## config.mk

```make
export PLATFORM = sky130hd
export DESIGN_NAME = hazard_unit
export DESIGN_NICKNAME = d
export VERILOG_FILES = /design/src/rtl/hazard_unit.sv
export SDC_FILE = /design/constraint.sdc
export NUM_CORES = 1
export LEC_CHECK = 0
export BUFFER_PORTS_ARGS = -buffer_cell sky130_fd_sc_hd__buf_2
export CAP_MARGIN = 20
export CELL_PAD_IN_SITES_DETAIL_PLACEMENT = 0
export CELL_PAD_IN_SITES_GLOBAL_PLACEMENT = 2
export CORE_MARGIN = 3
export CORE_UTILIZATION = 25
export CTS_CLUSTER_SIZE = 14
export DETAILED_ROUTE_END_ITERATION = 8
export PLACE_DENSITY_LB_ADDON = 0.1
export SLEW_MARGIN = 10
export SYNTH_ARGS = -nofsm -noshare
export SYNTH_HDL_FRONTEND = slang
export SYNTH_SLANG_ARGS = --single-unit
```

## constraint.sdc

```tcl
create_clock -name clock -period 2.6 [get_ports clock]
set_input_delay 0.52 -clock clock [delete_from_list [all_inputs] [get_ports clock]]
set_output_delay 0.52 -clock clock [all_outputs]
set_load 0.1 [all_outputs]
```

## src/rtl/hazard_unit.sv

```systemverilog
// rtl/hazard_unit.sv - pipeline hazard controller: data-hazard stalls, memory-wait sequencing, redirect flushes
//
// Ports:
//   clock, reset_n            core clock, asynchronous active-low reset
//   forwarding_type_id        operand-need class of the instruction in ID
//   reg_we_ex/mem             EX/MEM instruction writes rd
//   mem_rd_ex/mem             EX/MEM instruction is a load
//   rd_ex, rd_mem             EX/MEM destination registers
//   rs1_id, rs2_id            ID source registers
//   mem_req_mem, mem_ack      MEM-stage data access request / completion
//   branch_taken              decode-resolved redirect
//   trap                      trap/interrupt redirect from MEM
//   stall_if/id/ex/mem        per-stage hold strobes
//   flush_id/ex/mem           per-stage clear strobes
//   stall_count               saturating count of cycles with stall_if set

package hazard_pkg;
  typedef enum logic [1:0] {
    NoForward            = 2'd0,
    ForwardExecute       = 2'd1,
    ForwardExecuteMemory = 2'd2,
    ForwardDecode        = 2'd3
  } forwarding_type_t;
endpackage

module hazard_unit
  import hazard_pkg::*;
#(
  parameter int N     = 5,
  parameter int CNT_W = 32
) (
  input  logic             clock,
  input  logic             reset_n,
  input  forwarding_type_t forwarding_type_id,
  input  logic             reg_we_ex,
  input  logic             reg_we_mem,
  input  logic             mem_rd_ex,
  input  logic             mem_rd_mem,
  input  logic [N-1:0]     rd_ex,
  input  logic [N-1:0]     rd_mem,
  input  logic [N-1:0]     rs1_id,
  input  logic [N-1:0]     rs2_id,
  input  logic             mem_req_mem,
  input  logic             mem_ack,
  input  logic             branch_taken,
  input  logic             trap,
  output logic             stall_if,
  output logic             stall_id,
  output logic             stall_ex,
  output logic             stall_mem,
  output logic             flush_id,
  output logic             flush_ex,
  output logic             flush_mem,
  output logic [CNT_W-1:0] stall_count
);

  typedef enum logic [1:0] {
    IDLE     = 2'd0,
    MEM_WAIT = 2'd1,
    FLUSH    = 2'd2
  } state_t;

  state_t state_q, state_d;
  logic   trap_pend_q, trap_pend_d;
  logic   [CNT_W-1:0] cnt_q;

  logic load_use_ex;
  logic load_use_mem;
  logic data_hazard;

  logic stall_if_c, stall_id_c, stall_ex_c, stall_mem_c;
  logic flush_id_c, flush_ex_c, flush_mem_c;

  // x0 is hardwired zero, so it never creates a dependency.
  function automatic logic dep(input logic [N-1:0] rs, input logic [N-1:0] rd, input logic we);
    return we && (rs != '0) && (rs == rd);
  endfunction

  // Data hazards: only loads are a problem, since ALU results are forwarded.
  // Decode-consumers (branches) additionally cannot take a load result from MEM.
  always_comb begin
    load_use_ex  = mem_rd_ex  && (dep(rs1_id, rd_ex,  reg_we_ex)  || dep(rs2_id, rd_ex,  reg_we_ex));
    load_use_mem = mem_rd_mem && (dep(rs1_id, rd_mem, reg_we_mem) || dep(rs2_id, rd_mem, reg_we_mem));
    data_hazard  = 1'b0;
    case (forwarding_type_id)
      ForwardExecute,
      ForwardExecuteMemory: data_hazard = load_use_ex;
      ForwardDecode:        data_hazard = load_use_ex || load_use_mem;
      default:              data_hazard = 1'b0;
    endcase
  end

  always_ff @(posedge clock or negedge reset_n) begin
    if (!reset_n) begin
      state_q     <= IDLE;
      trap_pend_q <= 1'b0;
    end else begin
      state_q     <= state_d;
      trap_pend_q <= trap_pend_d;
    end
  end

  always_comb begin
    state_d     = state_q;
    trap_pend_d = trap_pend_q;
    stall_if_c  = 1'b0;
    stall_id_c  = 1'b0;
    stall_ex_c  = 1'b0;
    stall_mem_c = 1'b0;
    flush_id_c  = 1'b0;
    flush_ex_c  = 1'b0;
    flush_mem_c = 1'b0;

    case (state_q)
      MEM_WAIT: begin
        if (!mem_ack) begin
          // Freeze the whole pipe; a trap must wait for the bus to finish.
          stall_if_c  = 1'b1;
          stall_id_c  = 1'b1;
          stall_ex_c  = 1'b1;
          stall_mem_c = 1'b1;
          trap_pend_d = trap_pend_q | trap;
        end else if (trap || trap_pend_q) begin
          flush_id_c  = 1'b1;
          flush_ex_c  = 1'b1;
          flush_mem_c = 1'b1;
          trap_pend_d = 1'b0;
          state_d     = FLUSH;
        end else begin
          // Release cycle: the memory stall drops, but ID may still need a bubble.
          state_d = IDLE;
          if (data_hazard) begin
            stall_if_c = 1'b1;
            stall_id_c = 1'b1;
            flush_ex_c = 1'b1;
          end
        end
      end

      default: begin
        if (trap) begin
          flush_id_c  = 1'b1;
          flush_ex_c  = 1'b1;
          flush_mem_c = 1'b1;
          state_d     = FLUSH;
        end else begin
          state_d = (mem_req_mem && !mem_ack) ? MEM_WAIT : IDLE;
          if (state_q == FLUSH) begin
            // The slot fetched during the trap cycle is still wrong-path.
            flush_id_c = 1'b1;
          end else if (data_hazard) begin
            // Branch operands are stale under a hazard, so the redirect waits.
            stall_if_c = 1'b1;
            stall_id_c = 1'b1;
            flush_ex_c = 1'b1;
          end else if (branch_taken) begin
            flush_id_c = 1'b1;
          end
        end
      end
    endcase
  end

  always_ff @(posedge clock or negedge reset_n) begin
    if (!reset_n) begin
      cnt_q <= '0;
    end else if (stall_if_c && (cnt_q != {CNT_W{1'b1}})) begin
      cnt_q <= cnt_q + 1'b1;
    end
  end

  // Strobes are forced low for the whole reset interval, not just after the edge.
  assign stall_if    = reset_n & stall_if_c;
  assign stall_id    = reset_n & stall_id_c;
  assign stall_ex    = reset_n & stall_ex_c;
  assign stall_mem   = reset_n & stall_mem_c;
  assign flush_id    = reset_n & flush_id_c;
  assign flush_ex    = reset_n & flush_ex_c;
  assign flush_mem   = reset_n & flush_mem_c;
  assign stall_count = cnt_q;

endmodule

```

==> results.py, run 1 <==
metrics = {
    "grt": {
        "grt.overflow.total": 0,
        "grt_usage_pct": 12.5,
        "use_met1_pct": 17.7,
        "grt_pass1_vias": 2037,
        "grt_pass1_wl_mm": 9.98,
        "global_route.usage.met3_pct": 3.30,
        "antenna_found_initial": 0,
        "busiest_layer": "met2",
        "grt_max_degree": 32,
        "grtUsageMet2_pct": 19.1,
    },
    "logic_synthesis": {
        "netlist_top_cells_count": "dfrtp_1, xor2_1, xnor2_1",
        "synth_cell_type_count": 45,
        "yosysMostFrequentCell": "dfrtp_1",
        "syn-num-nets": 252,
        "synth_seq_cells": 35,
        "mappedNetlistArea_um2": 2170,
        "synth-edff-count": 0,
        "yosysSeqAreaShare_pct": 40.4,
        "synthCells": 217,
        "synth.largest_area_cell": "dfrtp_1",
        "synth_top_area_share_pct": 40.4,
        "synth.avg_cell_area_um2": 10.0,
        "ys_warn_count": 0,
        "synth_area_leaders": "dfrtp_1, xor2_1, xnor2_1",
        "synth_top_flop_cell": "dfrtp_1",
        "synth-async-reset-ratio_pct": 100,
    },
    "power_and_ir_drop": {
        "irDropWorstVdd_mv": 0.728,
        "p_per_area_nw_per_um2": 476,
        "p_leak_nw": 1.52,
        "power.total_mw": 1.60,
    },
    "placement": {
        "gp_congestion": 0.701,
        "place_inst": 412,
        "hpwl_mm": 4.43,
        "io_buffers": 70,
    },
    "timing": {
        "final-hold-violation-count": 0,
        "fin_crit_sh_pct": 110,
        "skew_ps": 13.0,
        "fmax_ghz": 0.350,
        "maxSlewViolCount": 0,
        "max_slew_margin_pct": 67.1,
        "worstMarginPinSlew_ps": 496,
        "grt_setup_unrepaired": "yes",
        "fin_crit_ps": 2860,
        "finalSetupViolCount": 4,
        "fin_setup_tns_ps": -656,
        "postLayoutSetupSlackWorst_ps": -257,
    },
    "critical_path": {
        "required_ps": 2080,
        "startpoint_type": "primary input",
        "critical_path_class": "primary input to output port",
        "cp_max_fo": 2,
        "crit_arrival_ps": 2340,
        "cp-end-kind": "output port",
    },
    "routing": {
        "dr_total_vias": 1876,
        "vias_per_cell": 4.41,
        "drtIter0Drc": 68,
        "antenna_left": 0,
        "dr.pass1.iters": 4,
        "wirelength_mm": 5.77,
        "avgRoutedWirePerCell_um": 13.6,
        "drc": 0,
    },
    "final_layout": {
        "fin_util_pct": 40.3,
        "antenna_cells": 0,
        "area_delta_synth_final_pct": 54.8,
        "final_nets": 354,
        "drive_above_1_share_pct": 52.8,
        "finalNonFillerCells": 425,
    },
    "worst_hold_path": {
        "hp-class": "primary input to async pin",
    },
    "clock_network": {
        "cts_tree": "yes",
        "clk_pin_slew_worst_paths_ps": 90,
        "numCtsBuffers": 5,
        "ctsHtreeMaxLevel": 2,
        "clk_path_buf_depth": 2,
        "cts.sinks": 35,
        "cts-root-buf": "clkbuf_8",
        "hold_buffers": 0,
        "clock_latency_ps": 300,
    },
    "run": {
        "drv.max_cap_violation_count": 0,
    },
    "run_status": {
        "status": "finished with violations",
        "violations": "negative setup slack",
    },
    "floorplan": {
        "initial_core_util_pct": 26.0,
        "core_um2": 8340,
        "rows": 33,
        "die_area_um2": 9830,
        "die_y_um": 99.2,
        "die_w_um": 99.2,
        "num_io_pins": 71,
    },
}
[flip-flops by register name, indices dropped and copies added (netlist names)]
register / flops
stall_count: 32
trap_pend_q: 1
state_q: 2
[kinds of logic after synthesis]
| family | after synthesis | share of synthesized area, % |
|---|---|---|
| and+or+nand+nor | 87 | 23.3 |
| xor gates and xnor gates | 51 | 20.6 |
| DFF | 35 | 40.4 |
| AOI/OAI and AO/OA | 22 | 8.88 |
| buffers and inverters | 17 | 3.98 |
| adders and majority gates | 4 | 2.19 |
| muxes | 1 | 0.692 |
[area by class of cell]
type	count	area [um2]
clock inverter	3	43.8
timing repair buffer	99	761
inverter	13	61.3
fill	876	4980
multi-input combinational	165	1390
clock buffer	5	68.8
tap	105	131
sequential	35	905
[worst max-delay path, cell delays in order]
cell,delay [ps]
buf_8,90
or4_4,540
nor2_4,140
nor4_4,60
nor2_1,100
o22a_1,160
o21ai_1,70
maj3_2,320
a21oi_4,150
buf_12,180
[stage by stage]
stage / setup slack (ps) / hold WS, ps / instance area [um2]
2_1_floorplan: -341 / 224 / 2300
3_3_place_gp: -298 / 388 / 3040
3_5_place_dp: -304 / 383 / 3040
4_1_cts: -266 / 53.4 / 3300
5_1_grt: -333 / 55.6 / 3360
6_report: -257 / 52.0 / 3360
[metal layers]
layer	share of wire (%)	up-vias
met5	0	-
met4	1.1	0
li1	-	932
met3	6.0	6
met2	44	47
met1	49	891
[placed cells by master (no fill, tap or decap), types with 3 or more instances in the layout]
cell       n
dfrtp_2   17
and3_1     5
buf_2     56
dfrtp_1   16
buf_8      3
a21oi_4    3
a21oi_1    4
nand2_1   11
buf_6      6
nor2_1    21
nor2_4     4
or3_1      3
nand4_1    6
and4_1     3
inv_1      9
xnor2_1   23
nor3_2     7
xor2_1    24
clkbuf_8   5
nor4_2     3
nand3_1   11
buf_4     25
buf_12     9
[power breakdown]
part           total [mW]  switching [mW]  internal (mW)  leakage (nW)
sequential          0.614          0.0363          0.578         0.418
combinational       0.479           0.329          0.149          1.05
clock               0.506           0.221          0.286        0.0581
[worst paths after layout]
check	from	end	slack (ps)	cells past startpoint
setup / recovery	rs1_id[1]	flush_id	-260	10
hold / removal	reset_n	stall_count[24]	50	1
setup reg to reg	stall_count[20]	stall_count[26]	250	10
hold reg to reg	stall_count[16]	stall_count[16]	470	1
max in group asynchronous	reset_n	stall_count[9]	1850	2
min in group clock	mem_ack	state_q[0]	410	2
[timing repair]
action / in CTS / in global routing
pin swaps: 19 / 9
buffers inserted: 4 / 1
endpoints found under the setup margin: 4 / 9
resized for setup: 25 / 9
Note: power is estimated with default switching activity, not from simulation.
==> run 2: changes to the inputs <==
--- a/config.mk
+++ b/config.mk
@@ -9,7 +9,7 @@
 export CAP_MARGIN = 20
 export CELL_PAD_IN_SITES_DETAIL_PLACEMENT = 0
 export CELL_PAD_IN_SITES_GLOBAL_PLACEMENT = 2
-export CORE_MARGIN = 3
+export CORE_MARGIN = 5
 export CORE_UTILIZATION = 25
 export CTS_CLUSTER_SIZE = 14
 export DETAILED_ROUTE_END_ITERATION = 8
==> constraint.sdc (replaced) <==
create_clock -name clock -period 3.3 [get_ports clock]
set_input_delay 0.66 -clock clock [delete_from_list [all_inputs] [get_ports clock]]
set_output_delay 0.66 -clock clock [all_outputs]
set_load 0.1 [all_outputs]
==> run 2 against run 1 <==
The flow now finishes without violations. Sequential cell count unchanged. Via count decreased by 5.5%. Critical path depth did not move. Combinational power fell by 31%. Die area increased by 8.2%. Clock skew shrank 4.4 ps. Register-to-register slack better by 590 ps.
==> results.py, run 2 (synthesized netlist as in run 1, its figures left out) <==
metrics = {
    "run_status": {
        "status": "finished, final reports clean",
    },
    "critical_path": {
        "crit_arrival_ps": 2500,
        "critical_path_class": "primary input to output port",
        "r2r_end": "stall_count[26]",
        "critPathTopFamily": "simple AND/OR/NAND/NOR gates",
        "startpoint_type": "primary input",
        "worstSetupStartpoint": "rs1_id[1]",
        "ff2ff_path_depth": 10,
        "crit_cells": 10,
        "timing.rr.start": "stall_count[9]",
        "cp-end-kind": "output port",
        "crit_end": "flush_id",
        "cp_max_fo": 2,
        "cp.buffers_inverters": 2,
        "path_cells": "buf_2 -> or4_4 -> nor2_4 -> nor4_2 -> nor2_1 -> o22a_1 -> o21ai_1 -> maj3_2 -> a21oi_4 -> buf_12",
        "ff2ff_setup_slack_ps": 840,
        "max_stage_delay_ps": 540,
        "required_ps": 2640,
        "cp_slowest_cell": "or4_4",
    },
    "final_layout": {
        "antenna_cells": 0,
        "most-common-layout-cells": "buf_2, dfrtp_1, xor2_1",
        "fin_util_pct": 33.4,
        "final_common_cell": "buf_2",
        "area_delta_synth_final_pct": 32.5,
        "final_nets": 333,
        "drive_above_1_share_pct": 37.8,
        "fillers": 946,
        "largest_reg_flops": 32,
    },
    "timing": {
        "skew_ps": 8.57,
        "grt_setup_unrepaired": "yes",
        "final-hold-violation-count": 0,
        "maxSlewViolCount": 0,
        "fin_setup_tns_ps": 0,
        "postLayoutSetupSlackWorst_ps": 143,
        "fmax_ghz": 0.317,
        "fin_crit_ps": 3160,
        "timing.hold.ws_ps": 188,
        "fin_crit_sh_pct": 95.7,
        "max_slew_margin_pct": 61.2,
        "worstMarginPinSlew_ps": 576,
        "finalSetupViolCount": 0,
    },
    "grt": {
        "grt_max_degree": 33,
        "grt.overflow.total": 0,
        "grt_pass1_wl_mm": 8.88,
        "antenna_found_initial": 0,
        "grt_pass1_vias": 1849,
        "grt_usage_pct": 10.7,
    },
    "floorplan": {
        "die_w_um": 103,
        "die_area_um2": 10600,
        "num_io_pins": 71,
        "rows": 34,
        "die_y_um": 103,
        "core_um2": 8590,
        "initial_core_util_pct": 25.2,
    },
    "routing": {
        "wirelength_mm": 5.34,
        "dr_total_vias": 1773,
        "m1WireLength_mm": 2.38,
        "dr_wl_met2_mm": 2.51,
        "dr.pass1.iters": 4,
        "drtIter0Drc": 26,
        "avgRoutedWirePerCell_um": 13.1,
        "top_layer_used": "met4",
        "drc": 0,
        "antenna_left": 0,
        "wl_met3_um": 396,
        "vias_per_cell": 4.36,
    },
    "clock_network": {
        "hold_buffers": 0,
        "clk_pin_slew_worst_paths_ps": 70,
        "cts_tree": "yes",
        "ctsHtreeMaxLevel": 2,
        "numCtsBuffers": 5,
        "cts-root-buf": "clkbuf_8",
        "cts.sinks": 35,
        "clk_path_buf_depth": 2,
        "clock_latency_ps": 290,
    },
    "power_and_ir_drop": {
        "p_leak_nw": 1.38,
        "power.total_mw": 1.16,
        "irDropWorstVdd_mv": 0.393,
        "p_per_area_nw_per_um2": 403,
    },
    "worst_hold_path": {
        "hp-class": "primary input to async pin",
    },
    "placement": {
        "place_ws_ps": 8.88,
        "gp_congestion": 0.759,
        "hpwl_mm": 4.21,
        "io_buffers": 70,
    },
    "run": {
        "drv.max_cap_violation_count": 0,
    },
}
[run 2: worst min-delay path by stage]
stage                      endpoint  slack (ps)            start  cells after the start
global placement    stall_count[16]         480  stall_count[16]                      1
detailed placement  stall_count[16]         490  stall_count[16]                      1
global route             state_q[1]         180          reset_n                      1
finish                   state_q[1]         190          reset_n                      1
CTS                      state_q[1]         180          reset_n                      1
floorplan            stall_count[0]         360          reset_n                      0
[run 2: final cells by class]
class | instances | area, um2 | area share (%)
timing repair buffer | 78 | 470 | 16.4
tap | 108 | 135 | 4.70
sequential | 35 | 876 | 30.5
multi-input combinational | 165 | 1240 | 43.1
clock inverter | 1 | 7.51 | 0.261
clock buffer | 7 | 96.3 | 3.35
inverter | 13 | 48.8 | 1.70
[run 2: repair_timing]
item                                    CTS  global route
endpoints found under the setup margin    0             3
setup buffers                             0             0
gates resized for setup                   0             4
[run 2: metrics by stage]
stage	instances	area, um2
finish	407	2870
global route	407	2870
CTS	407	2860
detailed placement	399	2750
global placement	399	2750
floorplan	217	2190
[run 2: report_power, final]
group          leakage (nW)  internal (mW)  switching, mW
clock network        0.0505          0.190          0.156
registers             0.443          0.453         0.0293
logic                 0.891         0.0864          0.243
[run 2: per-layer routing]
layer | up-vias | GRT usage [%]
met5 | - | 0
met1 | 830 | 13.6
li1 | 895 | -
met4 | 0 | 2.99
met3 | 5 | 3.18
met2 | 43 | 17.6
==> run 3: changes to the inputs <==
--- a/config.mk
+++ b/config.mk
@@ -9,8 +9,9 @@
 export CAP_MARGIN = 20
 export CELL_PAD_IN_SITES_DETAIL_PLACEMENT = 0
 export CELL_PAD_IN_SITES_GLOBAL_PLACEMENT = 2
+export CORE_ASPECT_RATIO = 1.4
 export CORE_MARGIN = 5
-export CORE_UTILIZATION = 25
+export CORE_UTILIZATION = 33
 export CTS_CLUSTER_SIZE = 14
 export DETAILED_ROUTE_END_ITERATION = 8
 export PLACE_DENSITY_LB_ADDON = 0.1
==> run 3 against run 2 <==
Clock skew up 3.2 ps. Maximum frequency decreased by 0.38%. Setup slack got worse by 12 ps. Combinational power barely moved. Largest cell class unchanged. Largest power group unchanged. Highest routed layer unchanged.
==> results.py, run 3 (synthesized netlist as in run 1, its figures left out) <==
metrics = {
    "power_and_ir_drop": {
        "power.total_mw": 1.20,
        "irDropWorstVdd_mv": 0.287,
        "p_leak_nw": 1.39,
        "p_per_area_nw_per_um2": 425,
    },
    "routing": {
        "drc": 0,
        "drtIter0Drc": 46,
        "dr.pass1.iters": 4,
        "vias_per_cell": 4.80,
        "wirelength_mm": 5.23,
        "antenna_left": 0,
        "avgRoutedWirePerCell_um": 14.0,
        "dr_total_vias": 1792,
    },
    "critical_path": {
        "crit_arrival_ps": 2510,
        "cp_slowest_cell": "or4_4",
        "critical_path_class": "primary input to output port",
        "r2r_end": "stall_count[26]",
        "cp.buffers_inverters": 2,
        "startpoint_type": "primary input",
        "ff2ff_setup_slack_ps": 870,
        "required_ps": 2640,
        "cp_max_fo": 2,
        "ff2ff_path_depth": 10,
        "cp-end-kind": "output port",
        "critPathTopFamily": "simple AND/OR/NAND/NOR gates",
        "max_stage_delay_ps": 540,
        "timing.rr.start": "stall_count[9]",
        "path_cells": "buf_2 -> or4_4 -> nor2_4 -> nor4_2 -> nor2_1 -> o22a_1 -> o21ai_1 -> maj3_2 -> a21oi_2 -> buf_12",
    },
    "final_layout": {
        "finalNonFillerCells": 373,
        "drive_above_1_share_pct": 37.8,
        "design_area_um2": 2830,
        "final_nets": 333,
        "largest_reg_flops": 32,
        "final_common_cell": "buf_2",
        "most-common-layout-cells": "buf_2, dfrtp_1, xor2_1",
        "fillers": 679,
        "area_delta_synth_final_pct": 30.6,
        "antenna_cells": 0,
    },
    "grt": {
        "grt.overflow.total": 0,
        "antenna_found_initial": 0,
        "grt_pass1_vias": 1856,
        "grt_max_degree": 23,
        "grt_usage_pct": 13.3,
        "grt_pass1_wl_mm": 8.78,
    },
    "run": {
        "drv.max_cap_violation_count": 0,
    },
    "floorplan": {
        "num_io_pins": 71,
        "core_um2": 6480,
        "die_w_um": 78.5,
        "die_area_um2": 8320,
        "rows": 35,
        "initial_core_util_pct": 33.5,
        "die_y_um": 106,
    },
    "run_status": {
        "status": "finished, final reports clean",
    },
    "placement": {
        "hpwl_mm": 4.19,
        "gp_congestion": 0.786,
        "placed_area_um2": 2710,
        "io_buffers": 70,
        "place_inst": 365,
    },
    "clock_network": {
        "cts-root-buf": "clkbuf_8",
        "cts_tree": "yes",
        "numCtsBuffers": 5,
        "clk_path_buf_depth": 2,
        "cts.sinks": 35,
        "cts_setup_buffers": 0,
        "ctsHtreeMaxLevel": 2,
        "clock_latency_ps": 290,
        "clk_pin_slew_worst_paths_ps": 80,
    },
    "timing": {
        "final-hold-violation-count": 0,
        "worstMarginPinSlew_ps": 494,
        "grt_setup_unrepaired": "no",
        "fmax_ghz": 0.316,
        "max_slew_margin_pct": 67.3,
        "finalSetupViolCount": 0,
        "skew_ps": 11.8,
        "maxSlewViolCount": 0,
        "fin_crit_ps": 3170,
        "fin_crit_sh_pct": 96.0,
    },
    "worst_hold_path": {
        "hp-class": "primary input to async pin",
    },
}
## run 3: layer usage
layer / up-vias / GRT usage (%) / part of all wire (%)
li1: 892 / - / -
met1: 843 / 15.3 / 41
met2: 51 / 23.7 / 52
met3: 6 / 3.64 / 6.5
met4: 0 / 4.13 / 1.3
met5: - / 0 / 0
## run 3: power breakdown
part           switching [mW]  total [mW]  leakage, nW  internal (mW)
registers              0.0269       0.480        0.443          0.453
clock network           0.166       0.391       0.0581          0.225
logic                   0.245       0.332        0.890         0.0874
total                   0.437        1.20         1.39          0.765
## run 3: worst max-delay path by stage
stage	from	to	slack, ps	depth (start not counted)
2_1_floorplan	rs1_id[1]	flush_id	-280	8
3_3_place_gp	rs1_id[1]	flush_id	-10	10
3_5_place_dp	rs1_id[1]	flush_id	-20	10
4_1_cts	rs1_id[1]	flush_id	20	10
5_1_grt	rs1_id[1]	flush_id	8	10
6_report	rs1_id[1]	flush_id	130	10
## run 3: metrics by stage
stage	TNS (ps)	setup slack (ps)	util (%)	hold slack (ps)
after floorplan	-285	-285	-	364
after global placement	-14.9	-14.9	41.8	470
after detailed placement	-18.1	-18.1	41.8	471
after CTS	0	22.1	43.7	356
after global routing	0	7.67	43.7	373
final	0	131	43.7	347
## run 3: timing repair
item | CTS | global route
hold buffers | 0 | 0
endpoints found under the setup margin | 1 | 1
pin swaps | 2 | 5
gates cloned | 0 | 0
resized for setup | 2 | 1
## run 3: area by class of cell
class | instances | area [um2] | share of cell area, %
inverters | 13 | 48.8 | 1.72
clock buffers | 5 | 68.8 | 2.43
multi-input cells | 165 | 1230 | 43.5
repair buffers | 78 | 470 | 16.6
well taps | 74 | 92.6 | 3.27
flip-flops and latches | 35 | 876 | 30.9
clock inverters | 3 | 43.8 | 1.55
